==> src/rtl/uart_brg.sv <==
// 8N1 UART with built-in baud-rate generator (16x oversampled receiver).
// The transmitter and receiver each hand bytes to the register block over a 4-phase req/ack handshake.
module uart_brg #(
  parameter int unsigned RX_DIV = 326
) (
  input  logic       clk,
  input  logic       reset,
  input  logic       ld_tx_req,
  output logic       ld_tx_ack,
  input  logic [7:0] tx_data,
  input  logic       tx_enable,
  output logic       tx_out,
  output logic       tx_empty,
  input  logic       uld_rx_req,
  output logic       uld_rx_ack,
  output logic [7:0] rx_data,
  input  logic       rx_enable,
  input  logic       rx_in,
  output logic       rx_empty
);

  localparam int unsigned DW = (RX_DIV > 1) ? $clog2(RX_DIV) : 1;

  typedef enum logic [1:0] {TX_IDLE, TX_START, TX_DATA, TX_STOP} tx_state_t;
  typedef enum logic [1:0] {RX_IDLE, RX_START, RX_DATA, RX_STOP} rx_state_t;

  logic [DW-1:0] div_cnt;
  logic [3:0]    sub_cnt;
  logic          rx_tick;
  logic          tx_tick;

  assign rx_tick = (div_cnt == DW'(RX_DIV - 1));
  assign tx_tick = rx_tick && (sub_cnt == 4'd15);

  always_ff @(posedge clk) begin
    if (reset) begin
      div_cnt <= '0;
      sub_cnt <= '0;
    end else if (rx_tick) begin
      div_cnt <= '0;
      sub_cnt <= sub_cnt + 4'd1;
    end else begin
      div_cnt <= div_cnt + DW'(1);
    end
  end

  // ---------------- transmitter ----------------
  tx_state_t  tx_state, tx_state_n;
  logic [7:0] tx_hold;
  logic [7:0] tx_shift;
  logic [2:0] tx_bit;

  always_ff @(posedge clk) begin
    if (reset) tx_state <= TX_IDLE;
    else       tx_state <= tx_state_n;
  end

  always_comb begin
    tx_state_n = tx_state;
    tx_out     = 1'b1;
    case (tx_state)
      TX_IDLE:  if (tx_tick && !tx_empty && tx_enable) tx_state_n = TX_START;
      TX_START: begin
        tx_out = 1'b0;
        if (tx_tick) tx_state_n = TX_DATA;
      end
      TX_DATA: begin
        tx_out = tx_shift[0];
        if (tx_tick && tx_bit == 3'd7) tx_state_n = TX_STOP;
      end
      TX_STOP:  if (tx_tick) tx_state_n = TX_IDLE;
      default:  tx_state_n = TX_IDLE;
    endcase
  end

  always_ff @(posedge clk) begin
    if (reset) begin
      tx_empty  <= 1'b1;
      ld_tx_ack <= 1'b0;
      tx_hold   <= '0;
      tx_shift  <= '0;
      tx_bit    <= '0;
    end else begin
      if (ld_tx_req && !ld_tx_ack && tx_empty) begin
        tx_hold   <= tx_data;
        tx_empty  <= 1'b0;
        ld_tx_ack <= 1'b1;
      end else if (!ld_tx_req) begin
        ld_tx_ack <= 1'b0;
      end
      if (tx_state == TX_IDLE && tx_state_n == TX_START) begin
        tx_shift <= tx_hold;
        tx_bit   <= '0;
      end
      if (tx_state == TX_DATA && tx_tick) begin
        tx_shift <= {1'b0, tx_shift[7:1]};
        tx_bit   <= tx_bit + 3'd1;
      end
      // Load requires tx_empty=1, so this never races the load above.
      if (tx_state == TX_STOP && tx_tick) tx_empty <= 1'b1;
    end
  end

  // ---------------- receiver ----------------
  logic [1:0] rx_sync;
  logic       rx_s;
  rx_state_t  rx_state, rx_state_n;
  logic [3:0] rx_cnt, rx_cnt_n;
  logic [2:0] rx_bit, rx_bit_n;
  logic [7:0] rx_shift, rx_shift_n;
  logic       rx_commit;

  assign rx_s = rx_sync[1];

  always_comb begin
    rx_state_n = rx_state;
    rx_cnt_n   = rx_cnt;
    rx_bit_n   = rx_bit;
    rx_shift_n = rx_shift;
    rx_commit  = 1'b0;
    if (!rx_enable) begin
      rx_state_n = RX_IDLE;
    end else if (rx_tick) begin
      case (rx_state)
        RX_IDLE: if (!rx_s) begin
          rx_state_n = RX_START;
          rx_cnt_n   = '0;
        end
        RX_START: if (rx_cnt == 4'd7) begin
          if (!rx_s) begin
            rx_state_n = RX_DATA;
            rx_cnt_n   = '0;
            rx_bit_n   = '0;
          end else begin
            rx_state_n = RX_IDLE;
          end
        end else begin
          rx_cnt_n = rx_cnt + 4'd1;
        end
        RX_DATA: if (rx_cnt == 4'd15) begin
          rx_cnt_n   = '0;
          rx_shift_n = {rx_s, rx_shift[7:1]};
          if (rx_bit == 3'd7) rx_state_n = RX_STOP;
          else                rx_bit_n   = rx_bit + 3'd1;
        end else begin
          rx_cnt_n = rx_cnt + 4'd1;
        end
        RX_STOP: if (rx_cnt == 4'd15) begin
          rx_state_n = RX_IDLE;
          rx_commit  = rx_s;
        end else begin
          rx_cnt_n = rx_cnt + 4'd1;
        end
        default: rx_state_n = RX_IDLE;
      endcase
    end
  end

  always_ff @(posedge clk) begin
    if (reset) begin
      rx_sync    <= '1;
      rx_state   <= RX_IDLE;
      rx_cnt     <= '0;
      rx_bit     <= '0;
      rx_shift   <= '0;
      rx_data    <= '0;
      rx_empty   <= 1'b1;
      uld_rx_ack <= 1'b0;
    end else begin
      rx_sync  <= {rx_sync[0], rx_in};
      rx_state <= rx_state_n;
      rx_cnt   <= rx_cnt_n;
      rx_bit   <= rx_bit_n;
      rx_shift <= rx_shift_n;
      if (uld_rx_req && !uld_rx_ack && !rx_empty) begin
        uld_rx_ack <= 1'b1;
        rx_empty   <= 1'b1;
      end else if (!uld_rx_req) begin
        uld_rx_ack <= 1'b0;
      end
      // Placed after the unload so a completing byte wins on a shared edge.
      if (rx_commit) begin
        rx_data  <= rx_shift;
        rx_empty <= 1'b0;
      end
    end
  end

endmodule

==> config.mk <==
export PLATFORM = sky130hd
export DESIGN_NAME = uart_brg
export DESIGN_NICKNAME = d
export VERILOG_FILES = /design/src/rtl/uart_brg.sv
export SDC_FILE = /design/constraint.sdc
export NUM_CORES = 1
export LEC_CHECK = 0
export ABC_AREA = 1
export CAP_MARGIN = 40
export CORE_AREA = 2 2 65 98
export CTS_CLUSTER_SIZE = 12
export DETAILED_ROUTE_END_ITERATION = 12
export DIE_AREA = 0 0 67 100
export GPL_TIMING_DRIVEN = 0
export PLACE_DENSITY = 0.79
export REMOVE_ABC_BUFFERS = 1
export SYNTH_ARGS = -nofsm -noshare
export SYNTH_HDL_FRONTEND = slang
export SYNTH_SLANG_ARGS = --single-unit
==> constraint.sdc <==
create_clock -name clk -period 1.7 [get_ports clk]
set_input_delay 0.17 -clock clk [delete_from_list [all_inputs] [get_ports clk]]
set_output_delay 0.17 -clock clk [all_outputs]
set_load 0.005 [all_outputs]
==> results of run 1 <==
[registers in the layout, summed over array words and instances (netlist names), 4 cells and up, named ones only]
signal,flops
tx_shift,8
tx_hold,8
sub_cnt,4
rx_shift,8
div_cnt,9
rx_data,8
rx_cnt,4
[layer usage]
metal	track usage, %	vias up
met1	23.13	1302
met4	13.03	0
met5	0	-
met3	4.036	17
li1	-	1518
met2	37.55	52
[synthesized netlist by cell type]
| cell type | count | area, sq um |
|---|---|---|
| sky130_fd_sc_hd__o21a_1 | 2 | 15.01 |
| sky130_fd_sc_hd__nand3_4 | 2 | 35.03 |
| sky130_fd_sc_hd__nor2_1 | 92 | 345.3 |
| sky130_fd_sc_hd__o21bai_1 | 1 | 7.510 |
| sky130_fd_sc_hd__nor3_1 | 7 | 35.03 |
| sky130_fd_sc_hd__inv_1 | 53 | 198.9 |
| sky130_fd_sc_hd__a21oi_1 | 17 | 85.08 |
| sky130_fd_sc_hd__o211ai_4 | 1 | 21.27 |
| sky130_fd_sc_hd__nor3_2 | 1 | 10.01 |
| sky130_fd_sc_hd__nand4_1 | 9 | 56.30 |
| sky130_fd_sc_hd__clkbuf_1 | 5 | 18.77 |
| sky130_fd_sc_hd__dfxtp_1 | 65 | 1301 |
| sky130_fd_sc_hd__nand2_4 | 1 | 11.26 |
| sky130_fd_sc_hd__nand3_1 | 20 | 100.1 |
| sky130_fd_sc_hd__clkbuf_2 | 1 | 5.000 |
| sky130_fd_sc_hd__nand3b_1 | 3 | 22.52 |
| sky130_fd_sc_hd__inv_2 | 2 | 7.510 |
| sky130_fd_sc_hd__buf_2 | 1 | 5.000 |
| sky130_fd_sc_hd__nand2_2 | 4 | 25.02 |
| sky130_fd_sc_hd__nand2_1 | 113 | 424.2 |
| sky130_fd_sc_hd__nor2_4 | 3 | 33.78 |
| sky130_fd_sc_hd__xor2_1 | 1 | 8.760 |
| sky130_fd_sc_hd__nor3b_1 | 1 | 7.510 |
| sky130_fd_sc_hd__clkinv_1 | 1 | 3.750 |
| sky130_fd_sc_hd__buf_4 | 3 | 22.52 |
| sky130_fd_sc_hd__or2_2 | 2 | 12.51 |
| sky130_fd_sc_hd__ha_1 | 8 | 100.1 |
| sky130_fd_sc_hd__o21ai_0 | 25 | 125.1 |
| sky130_fd_sc_hd__nor2_8 | 1 | 20.02 |
| sky130_fd_sc_hd__nand3_2 | 1 | 10.01 |
| sky130_fd_sc_hd__nor2_2 | 3 | 18.77 |
| sky130_fd_sc_hd__a31oi_1 | 4 | 25.02 |
| sky130_fd_sc_hd__a211oi_1 | 1 | 7.510 |
| sky130_fd_sc_hd__buf_6 | 3 | 33.78 |
[kinds of logic after synthesis]
group | synth area share (%)
AO/OA/AOI/OAI | 9.069
XOR/XNOR | 0.2773
adder cells (fa/ha/maj) | 3.168
buffers and inverters | 9.346
flip-flops | 41.19
AND/OR/NAND/NOR | 36.95
[repair_timing]
| action | in CTS | in global routing |
|---|---|---|
| setup buffers | 6 | 4 |
| gates resized for setup | 3 | 15 |
| endpoints found under the setup margin | 34 | 45 |
| pin swaps | 2 | 9 |
| cloned | 0 | 2 |
[layout make-up]
| class | count | area (sq um) |
|---|---|---|
| fill | 573 | 2156 |
| multi-input combinational | 325 | 1622 |
| sequential | 65 | 1308 |
| timing repair buffer | 38 | 392.9 |
| inverter | 56 | 214.0 |
| clock buffer | 10 | 127.6 |
| tap | 74 | 92.59 |
| clock inverter | 6 | 43.79 |
[worst max path at each step]
stage | to | cells after the start
floorplan | tx_shift[0]$_SDFFE_PP0P_ | 7
global placement | tx_empty$_SDFFE_PP1P_ | 4
detailed placement | tx_empty$_SDFFE_PP1P_ | 5
CTS | tx_empty$_SDFFE_PP1P_ | 5
global route | tx_shift[1]$_SDFFE_PP0P_ | 8
finish | tx_shift[1]$_SDFFE_PP0P_ | 12
[per-stage QoR]
stage | setup TNS (ps) | hold WS (ps)
CTS | 0 | 363.8
global placement | -22470 | 395.7
floorplan | 0 | 239.1
finish | 0 | 296.2
global route | -268.8 | 343.3
detailed placement | -14510 | 407.4
[critical path, delay by kind of cell, from the launching register on]
kind	cells	cell delay, ps
AO/OA/AOI/OAI	1	120
adder cells (fa/ha/maj)	1	170
buffers and inverters	4	380
flip-flops	1	330
AND/OR/NAND/NOR	6	600
[power groups by stage]
| stage | Sequential [mW] | Combinational [mW] | Clock, mW |
|---|---|---|---|
| 2_1_floorplan | 1.60 | 0.0779 | 0 |
| 3_3_place_gp | 1.60 | 0.140 | 0 |
| 3_5_place_dp | 1.61 | 0.147 | 0 |
| 4_1_cts | 1.57 | 0.149 | 1.19 |
| 5_1_grt | 1.58 | 0.172 | 1.26 |
| 6_report | 1.57 | 0.150 | 1.18 |
==> results.json, run 1 <==
{
  "clock_latency_of_the_later_clocked_register_in_the_worst_skew_pair_ps": 360,
  "worstHoldEndpoint": "rx_cnt[1]$_SDFFE_PP0P_",
  "r2r.worst_path.cells": 12,
  "start_util_pct": 53.05,
  "route.met3.wl_um": 215,
  "crit_path_start_kind": "flip-flop",
  "reg2reg_setup_slack_ps": 40,
  "rr_endpoint": "tx_shift[1]$_SDFFE_PP0P_",
  "drt-pass1-iter-count": 4,
  "tritoncts": "yes",
  "clock_pin_slew_of_the_registers_on_the_worst_case_setup_and_hold_paths_ps": 80,
  "area_delta_synth_final_pct": 20.28,
  "die_w_um": 67,
  "design.final.nets": 518,
  "cts_buffer_depth": 2,
  "route.final.wire_length_um": 6652,
  "half_perimeter_wire_length_of_the_detailed_placement_result_um": 4322,
  "wirelength_met1_um": 2799,
  "status": "completed",
  "final_min_period_over_clock_period_pct": 97.41,
  "power.switching_fraction_pct": 25.83,
  "highest_layer": "met4",
  "die_area_sq_um": 6700,
  "p_switching_mw": 0.7492,
  "timing.critical_path.cells": "inv_1 > ha_1 > nand2_2 > inv_1 > nand2_2 > nor2_8 > buf_12 > buf_4 > o211ai_4 > nand2_1 > nand2_1 > nor2_1",
  "clock_tree.root_cell": "sky130_fd_sc_hd__clkbuf_8",
  "yosys_warnings": 0,
  "crit_path_launch": "div_cnt[1]$_SDFF_PP0_",
  "detail-route-antenna-nets": 0,
  "peakVddDrop_mv": 0.5445,
  "period_needed_ps": 1656,
  "max_cap_violations": 0,
  "wire_length_of_the_first_global_routing_pass_um": 11160,
  "relSlewSlack_pct": 56.28,
  "tightest_slew_ps": 655.2,
  "worst_ep_required_time_ps": 2000,
  "postSynthAreaPerCell_sq_um": 6.913,
  "clkSinkCount": 65,
  "antenna_cells": 0,
  "fin_total_pwr_mw": 2.900,
  "core_area_sq_um": 5956,
  "final_cells": 574,
  "gp_routability_congestion": 0.8534,
  "synth-seq-cells": 65,
  "pin_count": 28,
  "routed_wire_length_per_instance_um": 11.59,
  "hold_viol": 0,
  "placementRows": 35,
  "cts-hold-fix-buffers": 0,
  "power_frac_comb_pct": 5.2,
  "cts-buffers-inserted": 9,
  "power_density_relative_to_cell_area_nw_per_um2": 763.3,
  "post_synth_instance_area_sq_um": 3159,
  "rsz0062_at_grt": "yes",
  "grt_use_total_pct": 21.46,
  "antenna_found_initial": 0,
  "htree_num_levels": 3,
  "min_path_type": "input port to flip-flop",
  "largest_net_degree_at_the_start_of_global_routing": 22,
  "cp_arrival_ps": 1950,
  "intPower_mw": 2.151,
  "final_layout_size_suffix_gt1_share_pct": 12.40,
  "layout_commonest_cell": "sky130_fd_sc_hd__nand2_1",
  "via_per_inst": 5.033,
  "setup_viol": 0,
  "final_core_utilization_pct": 63.80,
  "overflow": 0,
  "routed_wl_met2_um": 3441,
  "die_height_um": 100,
  "fin_worst_skew_ps": 14.25,
  "place.port_buffers": 27,
  "setup_slack_ps": 43.97,
  "final_area_sq_um": 3800,
  "seq_area_frac_synth_pct": 41.19,
  "power.clock.fraction_pct": 40.6,
  "post_synth_inst_count": 457,
  "sequentialPowerShare_pct": 54.2,
  "first_global_vias": 2731,
  "max_stage_delay_ps": 330,
  "drt_iter0_markers": 171,
  "final_cell_mix": "111 x sky130_fd_sc_hd__nand2_1, 90 x sky130_fd_sc_hd__nor2_1, 60 x sky130_fd_sc_hd__dfxtp_1",
  "maxClockFrequency_mhz": 603.9,
  "leakage_nw": 1.739,
  "worst_setup_path_end_kind": "flip-flop",
  "critical_path_peak_fanout": 8,
  "critical_path.slowest_cell": "sky130_fd_sc_hd__dfxtp_2",
  "final_max_slew_viol_count": 0,
  "drc": 0,
  "r2r-start": "div_cnt[1]$_SDFF_PP0_",
  "detailroute.via_count": 2889,
  "netlist-cell-type-count": 34,
  "critPathKind": "flip-flop to flip-flop",
  "dp_worst_setup_slack_ps": -546.0,
  "cell_count_post_placement": 546,
  "dpl-instance-area_sq_um": 3452,
  "min_path_cells": 2,
  "worstHoldStart": "reset"
}
(Power assumes the default switching activity.)
==> run 2: changes to the inputs <==
--- a/config.mk
+++ b/config.mk
@@ -8,10 +8,11 @@
 export ABC_AREA = 1
 export CAP_MARGIN = 40
 export CORE_AREA = 2 2 65 98
+export CTS_CLUSTER_DIAMETER = 50
 export CTS_CLUSTER_SIZE = 12
 export DETAILED_ROUTE_END_ITERATION = 12
 export DIE_AREA = 0 0 67 100
-export GPL_TIMING_DRIVEN = 0
+export GPL_TIMING_DRIVEN = 1
 export PLACE_DENSITY = 0.79
 export REMOVE_ABC_BUFFERS = 1
 export SYNTH_ARGS = -nofsm -noshare
==> results.json, run 2 (same netlist as run 1, synthesis figures left out) <==
{
  "status": "completed",
  "cts-buffers-inserted": 9,
  "clkSinkCount": 65,
  "critical_path.slowest_cell": "sky130_fd_sc_hd__clkdlybuf4s50_1",
  "drt_iter0_markers": 86,
  "critPathKind": "flip-flop to primary output",
  "route.final.wire_length_um": 6534,
  "place.port_buffers": 27,
  "path_common_cell": "sky130_fd_sc_hd__nand2_1",
  "hold_viol": 0,
  "reg2reg_setup_slack_ps": 110,
  "worst_setup_path_end_kind": "primary output",
  "detail-route-antenna-nets": 0,
  "clock_tree.root_cell": "sky130_fd_sc_hd__clkbuf_8",
  "die_height_um": 100,
  "largest-register": "div_cnt",
  "relSlewSlack_pct": 65.72,
  "cts-hold-fix-buffers": 0,
  "worstHoldStart": "rx_in",
  "largest_net_degree_at_the_start_of_global_routing": 22,
  "final_layout_size_suffix_gt1_share_pct": 11.18,
  "final_max_slew_viol_count": 0,
  "area_delta_synth_final_pct": 21.39,
  "worst-path-buf-inv": 2,
  "half_perimeter_wire_length_of_the_detailed_placement_result_um": 4601,
  "antenna_cells": 0,
  "max_stage_delay_ps": 500,
  "via_per_inst": 5.057,
  "min_path_type": "input port to flip-flop",
  "crit_path_start_kind": "flip-flop",
  "start_util_pct": 53.05,
  "worst_ep_required_time_ps": 1530,
  "fin_setup_tns_ps": 0,
  "gp_routability_congestion": 0.8993,
  "cp_arrival_ps": 1450,
  "design.final.nets": 519,
  "placementRows": 35,
  "dp_worst_setup_slack_ps": 50.53,
  "critPathTopFamily": "buffers and inverters",
  "first_global_vias": 2762,
  "peakVddDrop_mv": 0.7570,
  "final_cell_mix": "113 x sky130_fd_sc_hd__nand2_1, 90 x sky130_fd_sc_hd__nor2_1, 63 x sky130_fd_sc_hd__dfxtp_1",
  "layout.filler_cells": 531,
  "max_cap_violations": 0,
  "layout_commonest_cell": "sky130_fd_sc_hd__nand2_1",
  "routed_wire_length_per_instance_um": 11.36,
  "fin_worst_skew_ps": 8.923,
  "grt_use_total_pct": 21.33,
  "worstHoldEndpoint": "rx_sync[0]$_SDFF_PP1_",
  "critical_path_peak_fanout": 3,
  "core_area_sq_um": 5956,
  "min_path_cells": 2,
  "drc": 0,
  "period_needed_ps": 1620,
  "setup_slack_ps": 79.83,
  "leakage_nw": 1.781,
  "maxClockFrequency_mhz": 617.2,
  "antenna_found_initial": 0,
  "cts_buffer_depth": 2,
  "tritoncts": "yes",
  "wire_length_of_the_first_global_routing_pass_um": 11100,
  "clock_latency_of_the_later_clocked_register_in_the_worst_skew_pair_ps": 350,
  "detailroute.via_count": 2908,
  "clock_pin_slew_of_the_registers_on_the_worst_case_setup_and_hold_paths_ps": 70,
  "r2r.worst_path.cells": 8,
  "overflow": 0,
  "rsz0062_at_grt": "no",
  "final_min_period_over_clock_period_pct": 95.30,
  "htree_num_levels": 3,
  "power_density_relative_to_cell_area_nw_per_um2": 880.4,
  "pin_count": 28,
  "tightest_slew_ps": 512.3,
  "die_area_sq_um": 6700,
  "timing.critical_path.cells": "inv_1 > nand2_1 > nand2_1 > clkdlybuf4s50_1",
  "drt-pass1-iter-count": 4,
  "largest_reg_flops": 9,
  "setup_viol": 0,
  "rr_endpoint": "rx_bit[2]$_SDFFE_PP0P_",
  "die_w_um": 67,
  "final_layout_worst_hold_slack_ps": 383.6
}
[run 2: cell count changes in the layout (fill, tap and decap cells not counted), moves of 2 or more]
cell and change:
sky130_fd_sc_hd__clkinvlp_4 -3, sky130_fd_sc_hd__nand2_1 +2, sky130_fd_sc_hd__bufinv_16 +3, sky130_fd_sc_hd__nor2_4 -2, sky130_fd_sc_hd__nand2_2 -2, sky130_fd_sc_hd__dfxtp_2 -3
sky130_fd_sc_hd__buf_4 +4, sky130_fd_sc_hd__nor2_2 +2, sky130_fd_sc_hd__buf_12 -2, sky130_fd_sc_hd__dfxtp_1 +3
[run 2: what timing repair did]
item / in CTS / in global routing
buffers inserted: 0 / 1
resized for setup: 0 / 7
hold endpoints to repair: 0 / 0
endpoints found under the setup margin: 0 / 25
[run 2: power by group]
part / leakage (nW) / switching, mW / internal (mW)
logic: 1.13 / 0.0798 / 0.0742
clock network: 0.119 / 0.633 / 1.02
registers: 0.527 / 0.0190 / 1.55
[run 2: area by class of cell]
cell class | instances | area [sq um] | share of cell area [%]
multi-input cells | 325 | 1604 | 41.83
flip-flops and latches | 65 | 1304 | 34.00
repair buffers | 39 | 372.9 | 9.723
inverters | 56 | 210.2 | 5.481
clock buffers | 10 | 137.6 | 3.589
clock inverters | 6 | 113.9 | 2.969
well taps | 74 | 92.59 | 2.414
[run 2: worst max-delay path by stage]
| stage | startpoint | cells after the start | endpoint |
|---|---|---|---|
| 2_1_floorplan | sub_cnt[1]$_SDFFE_PP0N_ | 7 | tx_shift[0]$_SDFFE_PP0P_ |
| 3_3_place_gp | rx_cnt[0]$_SDFFE_PP0P_ | 8 | rx_data[2]$_SDFFE_PP0P_ |
| 3_5_place_dp | rx_cnt[0]$_SDFFE_PP0P_ | 8 | rx_data[1]$_SDFFE_PP0P_ |
| 4_1_cts | tx_state[0]$_SDFF_PP0_ | 3 | tx_out |
| 5_1_grt | flip-flop | 8 | rx_bit[1]$_SDFFE_PP0P_ |
| 6_report | tx_state[1]$_SDFF_PP0_ | 4 | tx_out |
[run 2: worst register-to-register path, cell delays in order (launching register included)]
cell and delay [ps]:
sky130_fd_sc_hd__dfxtp_1 470, sky130_fd_sc_hd__inv_1 150, sky130_fd_sc_hd__nor2_4 240, sky130_fd_sc_hd__nand2_1 120, sky130_fd_sc_hd__nand2_1 90, sky130_fd_sc_hd__clkinv_1 140, sky130_fd_sc_hd__nand2_1 150, sky130_fd_sc_hd__nand2_1 70
sky130_fd_sc_hd__a21oi_1 110
[run 2: routing by layer]
metal	GRT usage [%]	wire length (um)	vias up
met4	10.83	182	0
li1	-	-	1516
met2	38.54	3422	55
met5	0	0	-
met3	6.166	231	17
met1	21.47	2696	1320
[run 2: stage by stage]
stage / cell area (sq um) / utilization [%] / power (mW) / instances
after floorplan: 3074 / - / 1.679 / 444
after global placement: 3532 / 59.31 / 1.757 / 556
after detailed placement: 3532 / 59.31 / 1.759 / 556
after CTS: 3784 / 63.53 / 3.394 / 572
after global routing: 3835 / 64.39 / 3.485 / 575
final: 3835 / 64.39 / 3.376 / 575
==> run 3: changes to the inputs <==
==> constraint.sdc (replaced) <==
create_clock -name clk -period 1.7 [get_ports clk]
set_input_delay 0.51 -clock clk [delete_from_list [all_inputs] [get_ports clk]]
set_output_delay 0.51 -clock clk [all_outputs]
set_load 0.005 [all_outputs]
==> results.json, run 3 (same netlist as run 1, synthesis figures left out) <==
{
  "die_height_um": 100,
  "gp_routability_congestion": 0.9043,
  "maxClockFrequency_mhz": 621.0,
  "clock_pin_slew_of_the_registers_on_the_worst_case_setup_and_hold_paths_ps": 70,
  "cts_buffer_depth": 2,
  "worst_setup_path_end_kind": "primary output",
  "final_min_period_over_clock_period_pct": 94.72,
  "first_global_vias": 2999,
  "place.port_buffers": 27,
  "relSlewSlack_pct": 75.50,
  "leakage_nw": 1.914,
  "tritoncts": "yes",
  "clock_latency_of_the_later_clocked_register_in_the_worst_skew_pair_ps": 360,
  "antenna_found_initial": 0,
  "power_density_relative_to_cell_area_nw_per_um2": 738.3,
  "critical_path.slowest_cell": "sky130_fd_sc_hd__dfxtp_4",
  "cts-buffers-inserted": 9,
  "largest_net_degree_at_the_start_of_global_routing": 23,
  "final_layout_size_suffix_gt1_share_pct": 16.12,
  "crit_path_start_kind": "flip-flop",
  "wire_length_of_the_first_global_routing_pass_um": 11900,
  "detailroute.via_count": 2979,
  "design.final.nets": 533,
  "r2r-start": "rx_cnt[0]$_SDFFE_PP0P_",
  "clkSinkCount": 65,
  "route.final.wire_length_um": 6682,
  "reg2reg_setup_slack_ps": 140,
  "critical_path_peak_fanout": 5,
  "die_area_sq_um": 6700,
  "via_per_inst": 5.058,
  "max_cap_violations": 0,
  "drt-pass1-iter-count": 4,
  "tightest_slew_ps": 367.0,
  "start_util_pct": 53.05,
  "total_stage_count_of_the_critical_path": 4,
  "min_path_type": "flip-flop to flip-flop",
  "clock_tree.root_cell": "sky130_fd_sc_hd__clkbuf_8",
  "timing.critical_path.cells": "inv_1 > nand2_1 > nand2_1 > clkdlybuf4s15_1",
  "grt_use_total_pct": 22.73,
  "worst-path-buf-inv": 2,
  "max_stage_delay_ps": 380,
  "hold_viol": 0,
  "core_area_sq_um": 5956,
  "final_cell_mix": "113 x sky130_fd_sc_hd__nand2_1, 89 x sky130_fd_sc_hd__nor2_1, 55 x sky130_fd_sc_hd__dfxtp_1",
  "half_perimeter_wire_length_of_the_detailed_placement_result_um": 4709,
  "worst_ep_required_time_ps": 1190,
  "setup_viol": 0,
  "crit_path_launch": "tx_state[0]$_SDFF_PP0_",
  "crit_path_end": "tx_out",
  "final_layout_worst_hold_slack_ps": 411.5,
  "critPathKind": "flip-flop to primary output",
  "cp_arrival_ps": 1100,
  "period_needed_ps": 1610,
  "critPathTopFamily": "flip-flops",
  "layout_commonest_cell": "sky130_fd_sc_hd__nand2_1",
  "die_w_um": 67,
  "drc": 0,
  "r2r.worst_path.cells": 8,
  "routed_wire_length_per_instance_um": 11.34,
  "fin_setup_tns_ps": 0,
  "fin_total_pwr_mw": 2.886,
  "status": "completed",
  "overflow": 0,
  "area_delta_synth_final_pct": 23.72,
  "antenna_cells": 0,
  "largest-register": "div_cnt",
  "rr_endpoint": "rx_data[5]$_SDFFE_PP0P_",
  "placementRows": 35,
  "drt_iter0_markers": 162,
  "largest_reg_flops": 9,
  "path_common_cell": "sky130_fd_sc_hd__nand2_1",
  "htree_num_levels": 3,
  "peakVddDrop_mv": 0.5563,
  "fin_worst_skew_ps": 11.69,
  "final_max_slew_viol_count": 0,
  "pin_count": 28,
  "detail-route-antenna-nets": 0
}
[run 3: power by group]
part           switching, mW  internal [mW]  leakage [nW]
logic                 0.0867         0.0857          1.30
clock network          0.615          0.530        0.0827
registers             0.0181           1.55         0.530
total                  0.720           2.17          1.91
[run 3: routing by layer]
metal  track usage (%)  up-vias  wire (um)
li1                  -     1540          -
met1             22.74     1360       2658
met2             41.36       61       3590
met3             5.830       18        256
met4             12.24        0        177
met5                 0        -          0
[run 3: stage by stage]
| step | cell area (sq um) | setup WS (ps) | util (%) | cells |
|---|---|---|---|---|
| 6_report | 3909 | 89.78 | 65.63 | 589 |
| 2_1_floorplan | 3074 | 193.1 | - | 444 |
| 3_5_place_dp | 3647 | -90.60 | 61.24 | 568 |
| 4_1_cts | 3831 | 0.3031 | 64.33 | 586 |
| 5_1_grt | 3909 | -3.330 | 65.63 | 589 |
| 3_3_place_gp | 3647 | -47.47 | 61.24 | 568 |
[run 3: worst min path at each step]
stage,from,to,depth (start not counted)
after global routing,rx_sync[0]$_SDFF_PP1_,rx_sync[1]$_SDFF_PP1_,1
final,rx_sync[0]$_SDFF_PP1_,rx_sync[1]$_SDFF_PP1_,1
after floorplan,rx_sync[0]$_SDFF_PP1_,rx_sync[1]$_SDFF_PP1_,1
after detailed placement,rx_sync[0]$_SDFF_PP1_,rx_sync[1]$_SDFF_PP1_,1
after global placement,rx_sync[0]$_SDFF_PP1_,rx_sync[1]$_SDFF_PP1_,1
after CTS,rx_sync[0]$_SDFF_PP1_,rx_sync[1]$_SDFF_PP1_,1
[run 3: timing repair]
action	CTS	global route
resized for setup	21	18
endpoints found under the setup margin	13	24
setup buffers	2	2
cloned	0	1
hold buffers	0	0
pin swaps	0	3
[run 3: worst register-to-register path, cell delays in order (launching register included)]
cell and delay [ps]:
sky130_fd_sc_hd__dfxtp_1 400, sky130_fd_sc_hd__ha_2 240, sky130_fd_sc_hd__nand3_2 110, sky130_fd_sc_hd__nor2_1 150, sky130_fd_sc_hd__nand2_1 110, sky130_fd_sc_hd__nor2_4 200, sky130_fd_sc_hd__buf_12 140, sky130_fd_sc_hd__o21ai_0 60
sky130_fd_sc_hd__nor2_1 90
[run 3: layout make-up]
cell class	instances	area (sq um)
clock buffer	10	127.6
clock inverter	6	42.54
fill	521	2047
inverter	56	212.7
multi-input combinational	324	1607
sequential	65	1316
tap	74	92.59
timing repair buffer	54	510.5
